File: src/rtl/iot_monitor_pkg.sv
// Shared types and helpers for the multi-channel active-device monitor.
package iot_monitor_pkg;

    typedef enum logic [0:0] {
        IDLE  = 1'b0,
        ALARM = 1'b1
    } alarm_state_t;

    // Width of the aggregate total: holds NCH*(2^WIDTH-1) without overflow.
    function automatic int unsigned total_width(input int unsigned width, input int unsigned nch);
        return width + 32'($clog2(nch)) + 32'd1;
    endfunction

endpackage

File: src/rtl/iot_chan_counter.sv
// One up/down device counter with saturate-or-wrap limits and sticky ovf/udf flags.
module iot_chan_counter #(
    parameter int unsigned WIDTH    = 8,
    parameter bit          SATURATE = 1'b1
) (
    input  logic             clk,
    input  logic             rst,
    input  logic             change,
    input  logic             on_off,
    input  logic             clr_flags,
    output logic [WIDTH-1:0] count,
    output logic             ovf,
    output logic             udf
);

    logic [WIDTH-1:0] count_q, count_d;
    logic             ovf_q, ovf_d;
    logic             udf_q, udf_d;
    logic             inc, dec, at_max, at_min;

    assign inc    = change & on_off;
    assign dec    = change & ~on_off;
    assign at_max = (count_q == {WIDTH{1'b1}});
    assign at_min = (count_q == {WIDTH{1'b0}});

    // Next count and flags; a flag-set event in the same cycle as clr_flags wins.
    always_comb begin
        count_d = count_q;
        if (inc) begin
            if (!(at_max && SATURATE)) count_d = count_q + WIDTH'(1);
        end else if (dec) begin
            if (!(at_min && SATURATE)) count_d = count_q - WIDTH'(1);
        end
        ovf_d = (ovf_q & ~clr_flags) | (inc & at_max);
        udf_d = (udf_q & ~clr_flags) | (dec & at_min);
    end

    // Counter and flag registers.
    always_ff @(posedge clk) begin
        if (rst) begin
            count_q <= '0;
            ovf_q   <= 1'b0;
            udf_q   <= 1'b0;
        end else begin
            count_q <= count_d;
            ovf_q   <= ovf_d;
            udf_q   <= udf_d;
        end
    end

    assign count = count_q;
    assign ovf   = ovf_q;
    assign udf   = udf_q;

endmodule

File: src/rtl/iot_monitor_multi.sv
// Multi-channel active-device monitor: per-channel counters, registered total, hysteresis alarm.
module iot_monitor_multi
    import iot_monitor_pkg::*;
#(
    parameter int unsigned WIDTH    = 8,
    parameter int unsigned NCH      = 4,
    parameter bit          SATURATE = 1'b1,
    parameter int unsigned ALARM_HI = 16,
    parameter int unsigned ALARM_LO = 8
) (
    input  logic                       clk,
    input  logic                       rst,
    input  logic [NCH-1:0]             change,
    input  logic [NCH-1:0]             on_off,
    input  logic                       clr_flags,
    output logic [NCH*WIDTH-1:0]       chan_count,
    output logic [WIDTH+$clog2(NCH):0] total_count,
    output logic [NCH-1:0]             ovf,
    output logic [NCH-1:0]             udf,
    output logic                       alarm
);

    localparam int unsigned TW = total_width(WIDTH, NCH);

    logic [TW-1:0] total_q, total_d;
    alarm_state_t  state_q, state_d;
    logic          alarm_q;

    // One independent counter per channel.
    for (genvar i = 0; i < NCH; i++) begin : g_chan
        iot_chan_counter #(
            .WIDTH    (WIDTH),
            .SATURATE (SATURATE)
        ) u_cnt (
            .clk       (clk),
            .rst       (rst),
            .change    (change[i]),
            .on_off    (on_off[i]),
            .clr_flags (clr_flags),
            .count     (chan_count[i*WIDTH +: WIDTH]),
            .ovf       (ovf[i]),
            .udf       (udf[i])
        );
    end

    // Sum of the current channel counts.
    always_comb begin
        total_d = '0;
        for (int unsigned i = 0; i < NCH; i++) begin
            total_d = total_d + TW'(chan_count[i*WIDTH +: WIDTH]);
        end
    end

    // Alarm next state from the registered total; the band between LO and HI holds.
    always_comb begin
        state_d = state_q;
        case (state_q)
            IDLE:    if (total_q >= TW'(ALARM_HI)) state_d = ALARM;
            ALARM:   if (total_q <= TW'(ALARM_LO)) state_d = IDLE;
            default: state_d = IDLE;
        endcase
    end

    // Total, FSM state and alarm output registers.
    always_ff @(posedge clk) begin
        if (rst) begin
            total_q <= '0;
            state_q <= IDLE;
            alarm_q <= 1'b0;
        end else begin
            total_q <= total_d;
            state_q <= state_d;
            alarm_q <= (state_d == ALARM);
        end
    end

    assign total_count = total_q;
    assign alarm       = alarm_q;

endmodule
File: config.mk
export PLATFORM = sky130hd
export DESIGN_NAME = iot_monitor_multi
export DESIGN_NICKNAME = d
export VERILOG_FILES = /design/src/rtl/iot_monitor_pkg.sv /design/src/rtl/iot_chan_counter.sv /design/src/rtl/iot_monitor_multi.sv
export SDC_FILE = /design/constraint.sdc
export NUM_CORES = 1
export LEC_CHECK = 0
export CAP_MARGIN = 20
export CORE_MARGIN = 5
export CORE_UTILIZATION = 39
export CTS_CLUSTER_DIAMETER = 80
export DETAILED_ROUTE_END_ITERATION = 8
export PLACE_DENSITY_LB_ADDON = 0.25
export SETUP_SLACK_MARGIN = 0.2
export SLEW_MARGIN = 5
export SYNTH_ARGS = -nofsm -noshare
export SYNTH_HDL_FRONTEND = slang
export SYNTH_HIERARCHICAL = 1
export SYNTH_SLANG_ARGS = --single-unit
File: constraint.sdc
create_clock -name clk -period 7.6 [get_ports clk]
set_input_delay 1.52 -clock clk [delete_from_list [all_inputs] [get_ports clk]]
set_output_delay 1.52 -clock clk [all_outputs]
set_load 0.02 [all_outputs]
After elaboration in Yosys (flattened, before gate mapping)
Cells that the tools add are included.

Register bits after elaboration: 52. Input bits: 11.

Bitwise gates (word level): 38. Order comparisons: 2. Reductions and logical operators: 12. $add $sub $neg: 11. Mux-type cells: 19. Eq/ne operators: 12.

Operators by type and width (count): 2-to-1 mux 8 bit (16); adder 8 x 1 -> 8 bit (second input constant) (4); equality test 8 bit (second input constant) (4); zero test 8 bit (4); subtractor 8 x 1 -> 8 bit (second input constant) (4); AND 1 bit (24); AND reduction 3 bit (4); adder 10 x 8 -> 11 bit (1); >= comparator 11 x 5 -> 1 bit (second input constant) (1); <= comparator 11 x 4 -> 1 bit (second input constant) (1); adder 9 x 8 -> 10 bit (1); adder 8 x 8 -> 9 bit (1); inequality test 2 x 1 -> 1 bit (second input constant) (4); inequality test 2 bit (second input constant) (4); OR 1 bit (8); nonzero test 2 bit (4); inverter 1 bit (6); 2-to-1 mux 1 bit (2); one-hot mux 1 bit (2 select lines) (1).

Longest topological paths before layout
Depth in word-level cells: 4. Mapped depth: 10.

Hierarchy
Netlist, hierarchy kept.

Modules (own cells, without submodules): iot_chan_counter (area each 758.2 sq um, sequential area each 200.2 sq um, times used 4, cells each 92); iot_monitor_multi (area each 1106.1 sq um, sequential area each 220.2 sq um, times used 1, cells each 126).

Worst setup path after synthesis
OpenSTA, ideal clock, no wires.

Kind: reg2reg. Start point: register g_chan[0].u_cnt.count_q[1]. End point: register total_q[9], in the netlist total_count[9]. Stages on the path, launching flop included: 11. Data arrival time: 3093 ps. Library setup time: 120 ps. Path buffers: 0. Data required time: 7480 ps. Slack: 4387 ps. Cell sequence: dfxtp_1 inv_1 fa_1 inv_1 fa_1 ha_1 fa_1 a21oi_1 o211ai_1 o21ba_2 o31a_1.

Longest elaborated chain between the ends: 3.

RTL lines: from (decl) (RTL line iot_chan_counter.sv:16) `logic [WIDTH-1:0] count_q, count_d;`; from (signal assigned) (RTL line iot_chan_counter.sv:45) `count_q <= count_d;`; adder 8 x 8 -> 9 bit (RTL line iot_monitor_multi.sv:50) `total_d = total_d + TW'(chan_count[i*WIDTH +: WIDTH]);`; adder 9 x 8 -> 10 bit (RTL line iot_monitor_multi.sv:50); adder 10 x 8 -> 11 bit (RTL line iot_monitor_multi.sv:50); to (signal assigned) (RTL line iot_monitor_multi.sv:71) `total_q <= total_d;`; to (decl) (RTL line iot_monitor_multi.sv:25) `logic [TW-1:0] total_q, total_d;`.

No other way between the ends. A chain may end at the register's enable or synchronous reset.

Worst setup path after layout
Start point: input port change[2]. End point: register g_chan[2].u_cnt.count_q[6].

Longest elaborated chain between the ends: 3. Elaborated cells on any way between the ends: 7.

RTL lines: from (decl) (RTL line iot_monitor_multi.sv:13) `input logic [NCH-1:0] change,`; AND 1 bit (on tied branches) (RTL line iot_chan_counter.sv:21, iot_chan_counter.sv:22); inequality test 2 bit (no source line) (tied with other cells); AND reduction 3 bit (no source line); to (signal assigned) (RTL line iot_chan_counter.sv:45); to (decl) (RTL line iot_chan_counter.sv:16).

Parallel ways exist; a longest one is shown, timed or not.

==> flow_summary.ini <==
[run_status]
status = finished clean

[synthesis]
synth_top_family_by_area = compound AO/OA/AOI/OAI gates
yosys.area_share.simple = 0.221
synth_seq_area_share = 0.247
netlist_instances = 494
synth-compound-area-share = 0.233
avgSynthCellArea_sq_um = 8.38
syn_nets = 558
ys_ff_latch = 51
yosys_warnings = 6
synth-edff-count = 0
ys_async_sr_fraction = 0
ys_types = 44
synthesis.area_sq_um = 4140
synth_xor_area_frac = 0.0106
synthMuxAreaShare = 0.0245
yosys_most_used_dff = dfxtp_1
synthAdderAreaFrac = 0.196

[power]
power.leakage_nw = 1.93
vdd_drop_max_mv = 0.154
power_density_nw_per_um2 = 327
power.share.clock = 0.114
seqPwrFrac = 0.265
p_int_mw = 0.896
p_switching_mw = 0.740
swShare = 0.452
comb_power_share = 0.621
total_power_mw = 1.64

[clock_network]
cts_tree = yes
cts.path.max_buffers = 2
cts.clk_slew.worst_paths_ps = 90
cts_setup_buffers = 0
holdBufCountCts = 0
numCtsBuffers = 5
clock_latency_ps = 300
cts_resized = 0
htreeDepth = 2
root_buffer = clkbuf_8
clock-sinks = 51

[timing]
drv_slew = 0
max_clock_freq_mhz = 275
period_share = 0.478
fin_worst_skew_ps = 13.2
hold_viol = 0
setup_ws_ps = 3970
relSlewSlack = 0.559
setup_viol = 0
period_minus_slack_ps = 3630
tns_ps = 0
hold_slack_ps = 473
worst_pin_slew_ps = 662
rsz0062_at_grt = no

[grt]
grt_max_degree = 64
grt_pass1_vias = 3707
antenna_found_initial = 0
grt_overflow_total = 0
grt_first_pass_wirelength_mm = 17.8
grtUsageTotal = 0.165

[place]
gp_congestion = 0.864
dp_slack_ps = 3680
dpl-instance-area_sq_um = 4900
place_hpwl_mm = 7.91
io_buffers = 61

[floorplan]
die_y_um = 113
row_count = 37
io-pin-count = 63
core_sq_um = 10300
dieArea_sq_um = 12800
chipWidth_um = 113
start_util = 0.401

[critical_path]
worst_path_dominant_cell_family = compound AO/OA/AOI/OAI gates
timing.rr.end = total_count[9]$_SDFF_PP0_
crit_chain = clkdlybuf4s50_1 -> nand2_1 -> fa_1 -> a211oi_1 -> o2111ai_1 -> o41ai_1 -> o21ai_0 -> a21oi_1
r2r_start = g_chan[0].u_cnt/count[1]$_SDFFE_PP0P_
end_kind = flip-flop
slowest_stage = fa_1
startpoint = change[2]
worst_setup_path_start_kind = primary input
cp.depth = 8
worstPathMaxFanout = 11
crit_path_max_incr_delay_ps = 530
reg2reg_depth = 10
crit_end = g_chan[2].u_cnt/count[6]$_SDFFE_PP0P_
cp.arrival_ps = 3870
critPathBufInv = 1
rrSetupSlack_ps = 4230
critPathKind = in -> reg
cp.required_ps = 7830

[cells_and_area]
register_area_sq_um = 1020
final_cell_mix = inv_1 (66), clkdlybuf4s50_1 (60), dfxtp_1 (51), nor2_1 (42), nand2_1 (35)
drive_gt1_frac = 0.0718
final_cell_area_sq_um = 5000
multi_input_area_sq_um = 2840
diodes = 0
area_growth_pct = 20.8
nets = 621
nFillCells = 997
layout_commonest_cell = inv_1

[routing]
dr.pass1.iters = 4
antenna_left = 0
wl_per_cell_um = 14.9
drc = 0
routed_wl_mm = 10.3
vias_per_cell = 5.44
drtIter0Drc = 192
routed-via-count = 3771

[run]
maxCapViolations = 0

[min_path]
hp-class = reg -> reg
synth_stat cells, drive strengths merged, types with 9 or more instances:
master | number | area [sq um]
a21oi | 31 | 155
nand2 | 35 | 131
ha | 33 | 413
a31oi | 9 | 116
nor2 | 42 | 158
o21ai | 29 | 145
dfxtp | 51 | 1020
nor3 | 20 | 120
nand4 | 21 | 131
fa | 20 | 400
nor2b | 13 | 81.3
a211oi | 27 | 208
inv | 66 | 248
a21o | 9 | 72.6
mux2 | 9 | 101
sequential cells by signal, indices dropped and copies added (netlist names):
register            flops
alarm                   1
g_chan.u_cnt/count     32
g_chan.u_cnt/ovf        4
g_chan.u_cnt/udf        4
total_count            10
how the worst min path moves through the flow:
stage | from | end | slack (ps) | cells after the start
6_report | g_chan[1].u_cnt/udf$_SDFF_PP0_ | g_chan[1].u_cnt/udf$_SDFF_PP0_ | 470 | 2
3_5_place_dp | g_chan[2].u_cnt/udf$_SDFF_PP0_ | g_chan[2].u_cnt/udf$_SDFF_PP0_ | 460 | 2
5_1_grt | g_chan[1].u_cnt/udf$_SDFF_PP0_ | g_chan[1].u_cnt/udf$_SDFF_PP0_ | 500 | 2
2_1_floorplan | g_chan[0].u_cnt/udf$_SDFF_PP0_ | g_chan[0].u_cnt/udf$_SDFF_PP0_ | 540 | 2
3_3_place_gp | g_chan[1].u_cnt/udf$_SDFF_PP0_ | g_chan[1].u_cnt/udf$_SDFF_PP0_ | 450 | 2
4_1_cts | g_chan[1].u_cnt/udf$_SDFF_PP0_ | g_chan[1].u_cnt/udf$_SDFF_PP0_ | 470 | 2
layout make-up:
class	instances	share of cell area
clock buffers	6	0.0145
clock inverters	1	0.00601
inverters	66	0.0496
multi-input cells	371	0.569
flip-flops and latches	51	0.204
well taps	136	0.0340
repair buffers	62	0.123
through the flow:
stage                util  instances
finish              0.484        693
global route        0.484        693
CTS                 0.484        693
detailed placement  0.474        686
global placement    0.474        686
floorplan               -        494
power groups by stage:
stage | logic (mW) | registers (mW) | clock network, mW
2_1_floorplan | 0.669 | 0.487 | 0
3_3_place_gp | 0.992 | 0.441 | 0
3_5_place_dp | 1.01 | 0.442 | 0
4_1_cts | 1.02 | 0.435 | 0.192
5_1_grt | 1.15 | 0.446 | 0.202
6_report | 1.02 | 0.434 | 0.187
kinds of logic (layout without fill, tap and decap cells):
kind of cell,after synthesis,in the layout
and+or+nand+nor,165,165
AOI/OAI and AO/OA,138,138
buffers and inverters,72,135
adders and majority gates,53,53
DFF,51,51
muxes,9,9
xor gates and xnor gates,5,5
other,1,1
per-layer routing:
layer / track usage / part of all wire
met5: 0 / 0
met4: 0.0313 / 0.010
met3: 0.0262 / 0.046
met2: 0.274 / 0.46
met1: 0.228 / 0.48
worst min-delay path, stage by stage (launching register included):
cell and delay (ps):
dfxtp_1 320, nand2_1 60, a21oi_1 50
Power figures use the tool's default switching activity.
